--- src/rtl/div_arbiter.sv ---
// div_arbiter: round-robin sharing of one signed 32-bit DIV unit between two
// requesters. Divide-by-zero and the most-negative / -1 overflow are answered
// locally. A watchdog aborts a division whose busy never falls.
module div_arbiter #(
  parameter int TIMEOUT = 40
) (
  input  logic        clock,
  input  logic        reset,
  input  logic        req0,
  input  logic        req1,
  input  logic [31:0] dividend0,
  input  logic [31:0] dividend1,
  input  logic [31:0] divisor0,
  input  logic [31:0] divisor1,
  output logic        done0,
  output logic        done1,
  output logic [31:0] q,
  output logic [31:0] r,
  output logic        dz,
  output logic        err,
  output logic [31:0] div_dividend,
  output logic [31:0] div_divisor,
  output logic        div_start,
  input  logic [31:0] div_q,
  input  logic [31:0] div_r,
  input  logic        div_busy
);

  typedef enum logic [2:0] {IDLE, ISSUE, ARM, WAIT, RESP} state_t;

  localparam logic [7:0] CNT_LAST = 8'(TIMEOUT - 1);

  state_t             state;
  logic               last;
  logic               id;
  logic [7:0]         cnt;

  logic               gnt_id;
  logic signed [31:0] sel_dvd;
  logic signed [31:0] sel_dvs;

  // A zero divisor never reaches the DIV unit.
  function automatic logic is_div_zero(input logic signed [31:0] dvs);
    return dvs == 32'sd0;
  endfunction

  // The only quotient that does not fit in 32 bits: most-negative / -1.
  function automatic logic is_ovf(input logic signed [31:0] dvd,
                                  input logic signed [31:0] dvs);
    return (dvd == 32'sh8000_0000) && (dvs == -32'sd1);
  endfunction

  // Round-robin pick: a tie goes to the requester not served last.
  always_comb begin
    gnt_id  = (req0 && req1) ? ~last : req1;
    sel_dvd = gnt_id ? dividend1 : dividend0;
    sel_dvs = gnt_id ? divisor1  : divisor0;
  end

  // Arbitration, DIV handshake sequencing, watchdog and result registers.
  always_ff @(posedge clock or negedge reset) begin
    if (!reset) begin
      state        <= IDLE;
      last         <= 1'b1;
      id           <= 1'b0;
      cnt          <= 8'd0;
      done0        <= 1'b0;
      done1        <= 1'b0;
      div_start    <= 1'b0;
      dz           <= 1'b0;
      err          <= 1'b0;
      q            <= 32'd0;
      r            <= 32'd0;
      div_dividend <= 32'd0;
      div_divisor  <= 32'd0;
    end else begin
      done0     <= 1'b0;
      done1     <= 1'b0;
      div_start <= 1'b0;
      case (state)
        IDLE: begin
          if (req0 || req1) begin
            last         <= gnt_id;
            id           <= gnt_id;
            div_dividend <= sel_dvd;
            div_divisor  <= sel_dvs;
            dz           <= 1'b0;
            err          <= 1'b0;
            if (is_div_zero(sel_dvs)) begin
              q     <= 32'hFFFF_FFFF;
              r     <= sel_dvd;
              dz    <= 1'b1;
              done0 <= ~gnt_id;
              done1 <= gnt_id;
              state <= RESP;
            end else if (is_ovf(sel_dvd, sel_dvs)) begin
              q     <= 32'h8000_0000;
              r     <= 32'd0;
              done0 <= ~gnt_id;
              done1 <= gnt_id;
              state <= RESP;
            end else begin
              div_start <= 1'b1;
              state     <= ISSUE;
            end
          end
        end
        ISSUE: state <= ARM;
        ARM: begin
          cnt   <= 8'd0;
          state <= WAIT;
        end
        WAIT: begin
          // A result arriving in the final watchdog cycle still wins.
          if (!div_busy) begin
            q     <= div_q;
            r     <= div_r;
            done0 <= ~id;
            done1 <= id;
            state <= RESP;
          end else if (cnt == CNT_LAST) begin
            q     <= 32'd0;
            r     <= 32'd0;
            err   <= 1'b1;
            done0 <= ~id;
            done1 <= id;
            state <= RESP;
          end else begin
            cnt <= cnt + 8'd1;
          end
        end
        RESP:    state <= IDLE;
        default: state <= IDLE;
      endcase
    end
  end

endmodule

--- config.mk ---
export PLATFORM = sky130hd
export DESIGN_NAME = div_arbiter
export DESIGN_NICKNAME = d
export VERILOG_FILES = /design/src/rtl/div_arbiter.sv
export SDC_FILE = /design/constraint.sdc
export NUM_CORES = 1
export LEC_CHECK = 0
export ABC_AREA = 0
export CAP_MARGIN = 10
export CORE_MARGIN = 2
export CORE_UTILIZATION = 45
export DETAILED_ROUTE_END_ITERATION = 8
export PLACE_DENSITY_LB_ADDON = 0.2
export SETUP_SLACK_MARGIN = 0.02
export SYNTH_ARGS = -nofsm -noshare
export SYNTH_HDL_FRONTEND = slang
export SYNTH_SLANG_ARGS = --single-unit
--- constraint.sdc ---
create_clock -name clock -period 4.2 [get_ports clock]
set_clock_uncertainty 0.2 [all_clocks]
set_input_delay 0.42 -clock clock [delete_from_list [all_inputs] [get_ports clock]]
set_output_delay 0.42 -clock clock [all_outputs]
set_load 0.01 [all_outputs]
==> results.md, run 1 <==
* Status: completed
* Synth area leaders: dfrtp_1, nand2_1, mux2_4, o21ai_0, mux2i_1
* Worst EP arrival at 3.16 ns
* Largest net degree at the start of global routing at 101
* Via density at 5.66
* Leak pwr at 4.96 nW
* Maximum fanout along the worst path at 34
* Syn-to-layout area delta at 54.0%
* Pwr/cell area at 651 mW/mm^2
* Initial core utilization at 45.4%
* Clock Tree Buf Depth at 2
* Wire length on met2 at 12600 um
* Fmax at 327 MHz
* Mapped Cells at 795
* Cell Rows at 47
* DRT iter0 DRCs at 631
* Number of global-route vias before repair at 7174
* Clock root cell: clkbuf_16
* WL met1 at 11200 um
* Die H at 133 um
* Hold bufs inserted after CTS at 1
* Global-route wire length before repair at 41900 um
* Gr ovfl total at 0
* Core Area at 0.0164 sq mm
* Worst EP required at 4.31 ns
* Slew headroom at 33.5%
* Synth Area in Compound Gates at 15.6%
* Max Cap Viol at 0
* Final HPWL DP at 20100 um
* RSZ-0062 raised after global routing: no
* Clk Latency, worst-skew pair at 0.42 ns
* Drt total wl at 27400 um
* Top Metal Used: met5
* Worst hold margin at 0.280 ns
* Largest family of logic cells by synthesized area: simple AND/OR/NAND/NOR gates
* Post-synthesis sequential area ratio at 49.0%
* DRT Pass-1 Iters at 7
* Setup ws final at 1.15 ns
* Met3 WL at 2310 um
* Top-area cell type share of the netlist area at 48.7%
* Clock transition at the registers of the reported paths at 0.06 ns
* Nets at 1295
* Setup TNS at 0 ns
* Post-CTS setup buffer count at 0
* Synth area leader: dfrtp_1
* Worst VDD drop at 0.394 mV
* Mux contribution to synthesized area at 10.7%
* Mapped cell area at 0.00745 sq mm
* Hold Crit Class: flip-flop to flip-flop
* Worst Setup Start Kind: input port
* IO Pins at 330
* Antenna viol nets, final at 0
* Diode count at 0
* Synthesis-stage register bit count at 146
* Crit path time final at 3.05 ns
* Synth Area in Adders at 0.168%
* CTS tree: yes
* Simple-Gate Fraction of Synth Area at 20.3%
* Wirelength per Cell at 20.6 um
* Slew @ Worst Pin at 0.998 ns
* Initial antenna violation count at 1
* Post-synthesis area per instance at 9.37 sq um
* CTS H-tree depth at 4
* Final Cycle Share at 72.7%
* Post-cts sizing count at 0
* Final Hold Fails at 0
* Synth warn at 0
* Final setup violating endpoints at 0
* Post-Synth XOR/XNOR Area at 0.470%
* Worst slack, placed at 0.741 ns
* CTS sink cnt at 146
* Total die area at 0.0176 sq mm
* Crit Path Category: input port to flip-flop
* Routability cong. at 0.963
* Share of layout cells above drive strength 1 at 8.11%
* CP endpoint kind: flip-flop
* Syn Nets at 993
* CTS Buf Count at 17
* DRC violations left at 0
* Vias at 7526
* Max Slew Vio Count at 0
* IO buf count at 329
* Die width at 133 um
* Post-synth cell types at 42
* Gr usage total at 31.0%
## registers in the layout, indices dropped and copies added, names as in the netlist
| name | flops |
|---|---|
| cnt | 8 |
| div_dividend | 32 |
| div_divisor | 32 |
| div_start | 1 |
| done0 | 1 |
| done1 | 1 |
| dz | 1 |
| err | 1 |
| id | 1 |
| last | 1 |
| q | 32 |
| r | 32 |
| state | 3 |
## cell usage after synthesis, drive strengths merged
library cell and count:
a21o 1, a21oi 37, a31oi 35, a32o 2, a32oi 1, a41oi 1
and2 2, and3 5, buf 20, clkbuf 40, dfrtp 145, dfstp 1
ha 1, inv 3, mux2 33, mux2i 32, nand2 174, nand2b 2
nand3 3, nand4 22, nand4b 1, nor2 48, nor2b 1, nor3 33
nor3b 1, nor4 31, nor4b 1, nor4bb 2, o21ai 71, o21bai 1
o22ai 1, o311a 31, o31a 1, or2 1, or3 1, or4 6
xor2 4
## final timing paths
path / startpoint / end / slack (ns) / depth (start not counted)
worst min-delay path: div_dividend[5] / div_dividend[5] / 0.28 / 2
max in group asynchronous: reset / div_dividend[6] / 2.36 / 3
worst max-delay path: req1 / r[30] / 1.15 / 6
min in group asynchronous: reset / div_divisor[21] / 0.48 / 2
worst min register to register: div_dividend[5] / div_dividend[5] / 0.28 / 2
worst max register to register: last / q[7] / 1.34 / 7
## metal layers
metal | vias to the layer above | track usage (%)
met5 | - | 0
li1 | 3502 | -
met4 | 2 | 15.6
met3 | 70 | 9.69
met2 | 348 | 47.8
met1 | 3604 | 39.4
## worst max-delay path, cell delays in order
cell	delay (ns)
clkdlybuf4s50_1	0.64
and2_1	0.50
nor4_1	0.17
a31oi_4	0.74
o21ai_0	0.35
mux2_4	0.34
## layout by cell type (no fill, tap or decap), types with 3 or more instances in the layout
master / instances
and3_1: 5
nor2_1: 46
nand2_1: 173
inv_6: 3
nand4_1: 22
clkinvlp_4: 5
clkbuf_16: 17
o21ai_0: 70
o311a_1: 31
clkdlybuf4s50_1: 328
mux2_2: 5
mux2i_1: 32
mux2_4: 28
a31oi_1: 33
clkinv_2: 3
clkinv_4: 3
xor2_1: 4
nand3_1: 3
a21oi_1: 36
nor3_1: 33
inv_1: 3
or4_1: 6
buf_4: 12
nor4_1: 31
dfrtp_1: 145
## cell type report
cell class	instances	area (sq um)
tap	220	275
clock inverter	14	105
timing repair buffer	343	3410
inverter	3	11.3
clock buffer	18	439
multi-input combinational	586	3580
sequential	146	3650
fill	1242	4930
## report_power, final
group	leakage (nW)	internal [mW]	switching [mW]
sequential	1.86	2.02	0.393
combinational	2.85	1.91	1.74
clock	0.255	0.774	0.631
## metrics by stage
stage	cells	util, %	total power, mW	cell area (sq um)
6_report	1330	70.0	7.48	11500
5_1_grt	1330	70.0	7.90	11500
4_1_cts	1330	70.0	7.49	11500
3_5_place_dp	1297	66.6	6.07	10900
3_3_place_gp	1297	66.6	6.00	10900
2_1_floorplan	795	-	4.20	7450
## logic make-up (layout without fill, tap and decap cells)
group,Yosys count,in the layout
multiplexers,65,65
XOR/XNOR,4,4
adder cells (fa/ha/maj),1,1
AO/OA/AOI/OAI,182,182
AND/OR/NAND/NOR,334,334
buffers and inverters,63,378
flip-flops,146,146
No activity file was read; power rests on OpenSTA's default activity.
==> run 2, diff against run 1 <==
--- a/config.mk
+++ b/config.mk
@@ -8,7 +8,7 @@
 export ABC_AREA = 0
 export CAP_MARGIN = 10
 export CORE_MARGIN = 2
-export CORE_UTILIZATION = 45
+export CORE_UTILIZATION = 38
 export DETAILED_ROUTE_END_ITERATION = 8
 export PLACE_DENSITY_LB_ADDON = 0.2
 export SETUP_SLACK_MARGIN = 0.02
==> constraint.sdc (replaced) <==
create_clock -name clock -period 2.5 [get_ports clock]
set_clock_uncertainty 0.2 [all_clocks]
set_input_delay 0.25 -clock clock [delete_from_list [all_inputs] [get_ports clock]]
set_output_delay 0.25 -clock clock [all_outputs]
set_load 0.01 [all_outputs]
==> run 2 against run 1 <==
- critical path depth is 3 higher
- via count up 5.9%
- combinational power rose by 84%
- setup slack got worse by 1.1 ns
- sequential share of layout area shrank 3.5 points
- global-route usage is 2.2 points lower
- worst hold slack got worse by 0.26 ns
- final area increased by 12%
- non-clock buffer count is 117 higher
- critical endpoint is now r[24]
==> results.md, run 2 (synthesis results as in run 1) <==
* RSZ-0062 raised after global routing: no
* Worst hold margin at 0.0240 ns (-0.256 ns)
* FF-to-FF Start: cnt[0]
* Gr ovfl total at 0 (unchanged)
* Net Sw Power at 4.77 mW (+72%)
* Placed Area at 0.0119 sq mm (+9.0%)
* Worst EP arrival at 2.57 ns (-0.59 ns)
* Critical-path cell list: clkdlybuf4s50_1, or4_4, nor4_4, nand3_2, o21bai_4, a31oi_4, buf_12, buf_16, mux2_4
* Die width at 144 um (+8.6%)
* Crit path time final at 2.48 ns
* Slew @ Worst Pin at 0.628 ns (-0.370 ns)
* Clock root cell: clkbuf_16
* Cell Rows at 51 (+8.5%)
* CTS tree: yes
* Most common cell after layout, fill and taps aside: clkdlybuf4s50_1
* Antenna viol nets, final at 0 (unchanged)
* Multi-input gate area at 0.00375 sq mm (+4.7%)
* Finished Core Util at 66.8% (-3.2 points)
* Setup TNS at 0 ns (unchanged)
* CP max stage cell: or4_4
* Max Slew Vio Count at 0 (unchanged)
* Clock Tree Buf Depth at 2 (unchanged)
* Clock transition at the registers of the reported paths at 0.06 ns (about the same)
* Worst VDD drop at 0.591 mV (+50%)
* Setup crit start: dividend0[29]
* CP endpoint kind: flip-flop
* CTS sink cnt at 146 (unchanged)
* Final HPWL DP at 22400 um (+11%)
* Power share of the sequential group at 30.0% (-2.3 points)
* IO buf count at 329 (unchanged)
* DRT Pass-1 Iters at 7 (unchanged)
* Gr usage total at 28.8% (-2.2 points)
* Clk Latency, worst-skew pair at 0.41 ns (about the same)
* Hold Path Depth at 3 (+1)
* Fmax at 404 MHz
* Nets at 1412 (+9.0%)
* Vias at 7967 (+5.9%)
* Worst Setup Start Kind: input port
* Largest net degree at the start of global routing at 88 (-13%)
* Wirelength per Cell at 20.3 um (-1.6%)
* Internal Pwr Total at 8.70 mW (+85%)
* Share of layout cells above drive strength 1 at 18.5% (+10 points)
* Register-to-Register Path Depth at 8 (+1)
* CTS Buf Count at 17 (unchanged)
* Syn-to-layout area delta at 73.2%
* Setup slack on the worst flop-to-flop path at 0.11 ns (-1.23 ns)
* Crit Path Category: input port to flip-flop
* Commonest cells after routing, fill and taps aside: clkdlybuf4s50_1, nand2_1, dfrtp_1
* Fill cells at 1594 (+28%)
* Global-route wire length before repair at 45000 um (+7.3%)
* Hold Crit Class: input port to flip-flop
* Drt total wl at 30200 um (+10%)
* Reg2reg end: r[24]
* Initial core utilization at 38.5% (-6.9 points)
* Final Cycle Share at 99.0%
* Max Cap Viol at 0 (unchanged)
* Slowest stage delay, CP at 0.54 ns (-0.20 ns)
* Total die area at 0.0207 sq mm (+18%)
* Via density at 5.34 (-5.7%)
* DRC violations left at 0 (unchanged)
* Design area at 0.0129 sq mm (+12%)
* Maximum fanout along the worst path at 4 (-88%)
* CTS H-tree depth at 4 (unchanged)
* Combinational Power Share at 49.9% (+1.0 points)
* Leak pwr at 5.86 nW (+18%)
* Final Hold Fails at 0 (unchanged)
* Pwr/cell area at 1040 mW/mm^2 (+60%)
* Final setup violating endpoints at 0 (unchanged)
* Slew headroom at 58.2% (+25 points)
* Crit path to: r[24]
* IO Pins at 330 (unchanged)
* Routability cong. at 0.905 (-6.0%)
* Status: completed
* Initial antenna violation count at 3 (+2)
* Die H at 144 um (+8.6%)
* DRT iter0 DRCs at 459 (-27%)
* Switching portion of total power at 35.4% (-1.6 points)
* Tot Pwr at 13.5 mW (+80%)
* Worst EP required at 2.60 ns (-1.71 ns)
* Sequential standard cell area at 0.00365 sq mm (unchanged)
* Number of global-route vias before repair at 7810 (+8.9%)
* Core Area at 0.0193 sq mm (+18%)
* Clock power frac at 20.0% (+1.2 points)
run 2: per-stage QoR:
step / cells / setup slack [ns]
6_report: 1493 / 0.0246
5_1_grt: 1493 / 0.0133
4_1_cts: 1489 / 0.0246
3_5_place_dp: 1449 / -0.520
3_3_place_gp: 1449 / -0.502
2_1_floorplan: 795 / 0.116
run 2: final cells by class:
| class | instances | area share (%) |
|---|---|---|
| repair buffers | 460 | 35.1 |
| multi-input cells | 586 | 29.0 |
| flip-flops and latches | 146 | 28.3 |
| clock buffers | 24 | 3.89 |
| well taps | 265 | 2.57 |
| clock inverters | 7 | 0.940 |
| inverters | 3 | 0.0872 |
| diodes | 2 | 0.0388 |
run 2: how the worst min path moves through the flow:
stage | from | endpoint | slack [ns]
3_5_place_dp | reset | div_divisor[19] | -0.16
6_report | dividend1[22] | div_dividend[22] | 0.02
4_1_cts | divisor0[17] | div_divisor[17] | 0.05
5_1_grt | dividend0[2] | div_dividend[2] | 0.05
2_1_floorplan | reset | cnt[0] | -0.25
3_3_place_gp | reset | div_divisor[19] | -0.16
run 2: what timing repair did:
item,in CTS,in global routing
hold buffers,2,0
resized for setup,35,29
endpoints found under the hold margin,145,0
endpoints found under the setup margin,34,67
setup buffers,4,1
gates cloned,3,1
pin swaps,8,24
run 2: critical path, delay by kind of cell:
| kind | cells | cell delay [ns] |
|---|---|---|
| compound gates | 2 | 0.37 |
| buf+inv | 3 | 0.77 |
| mux | 1 | 0.30 |
| simple gates | 3 | 0.87 |
run 2: layer usage:
metal  part of all wire, %  wire length [um]  global-route usage (%)
met5                 0.040                12                       0
met2                    49             14800                    47.6
met1                    41             12300                    36.1
met3                   6.2              1880                    5.60
met4                   4.4              1340                    14.3
run 2: power groups by stage:
stage | Combinational, mW | Sequential [mW] | Clock [mW]
finish | 6.73 | 4.04 | 2.70
detailed placement | 6.48 | 4.06 | 0
global placement | 6.37 | 4.02 | 0
global route | 7.26 | 4.17 | 2.85
floorplan | 2.62 | 4.44 | 0
CTS | 6.69 | 4.03 | 2.73
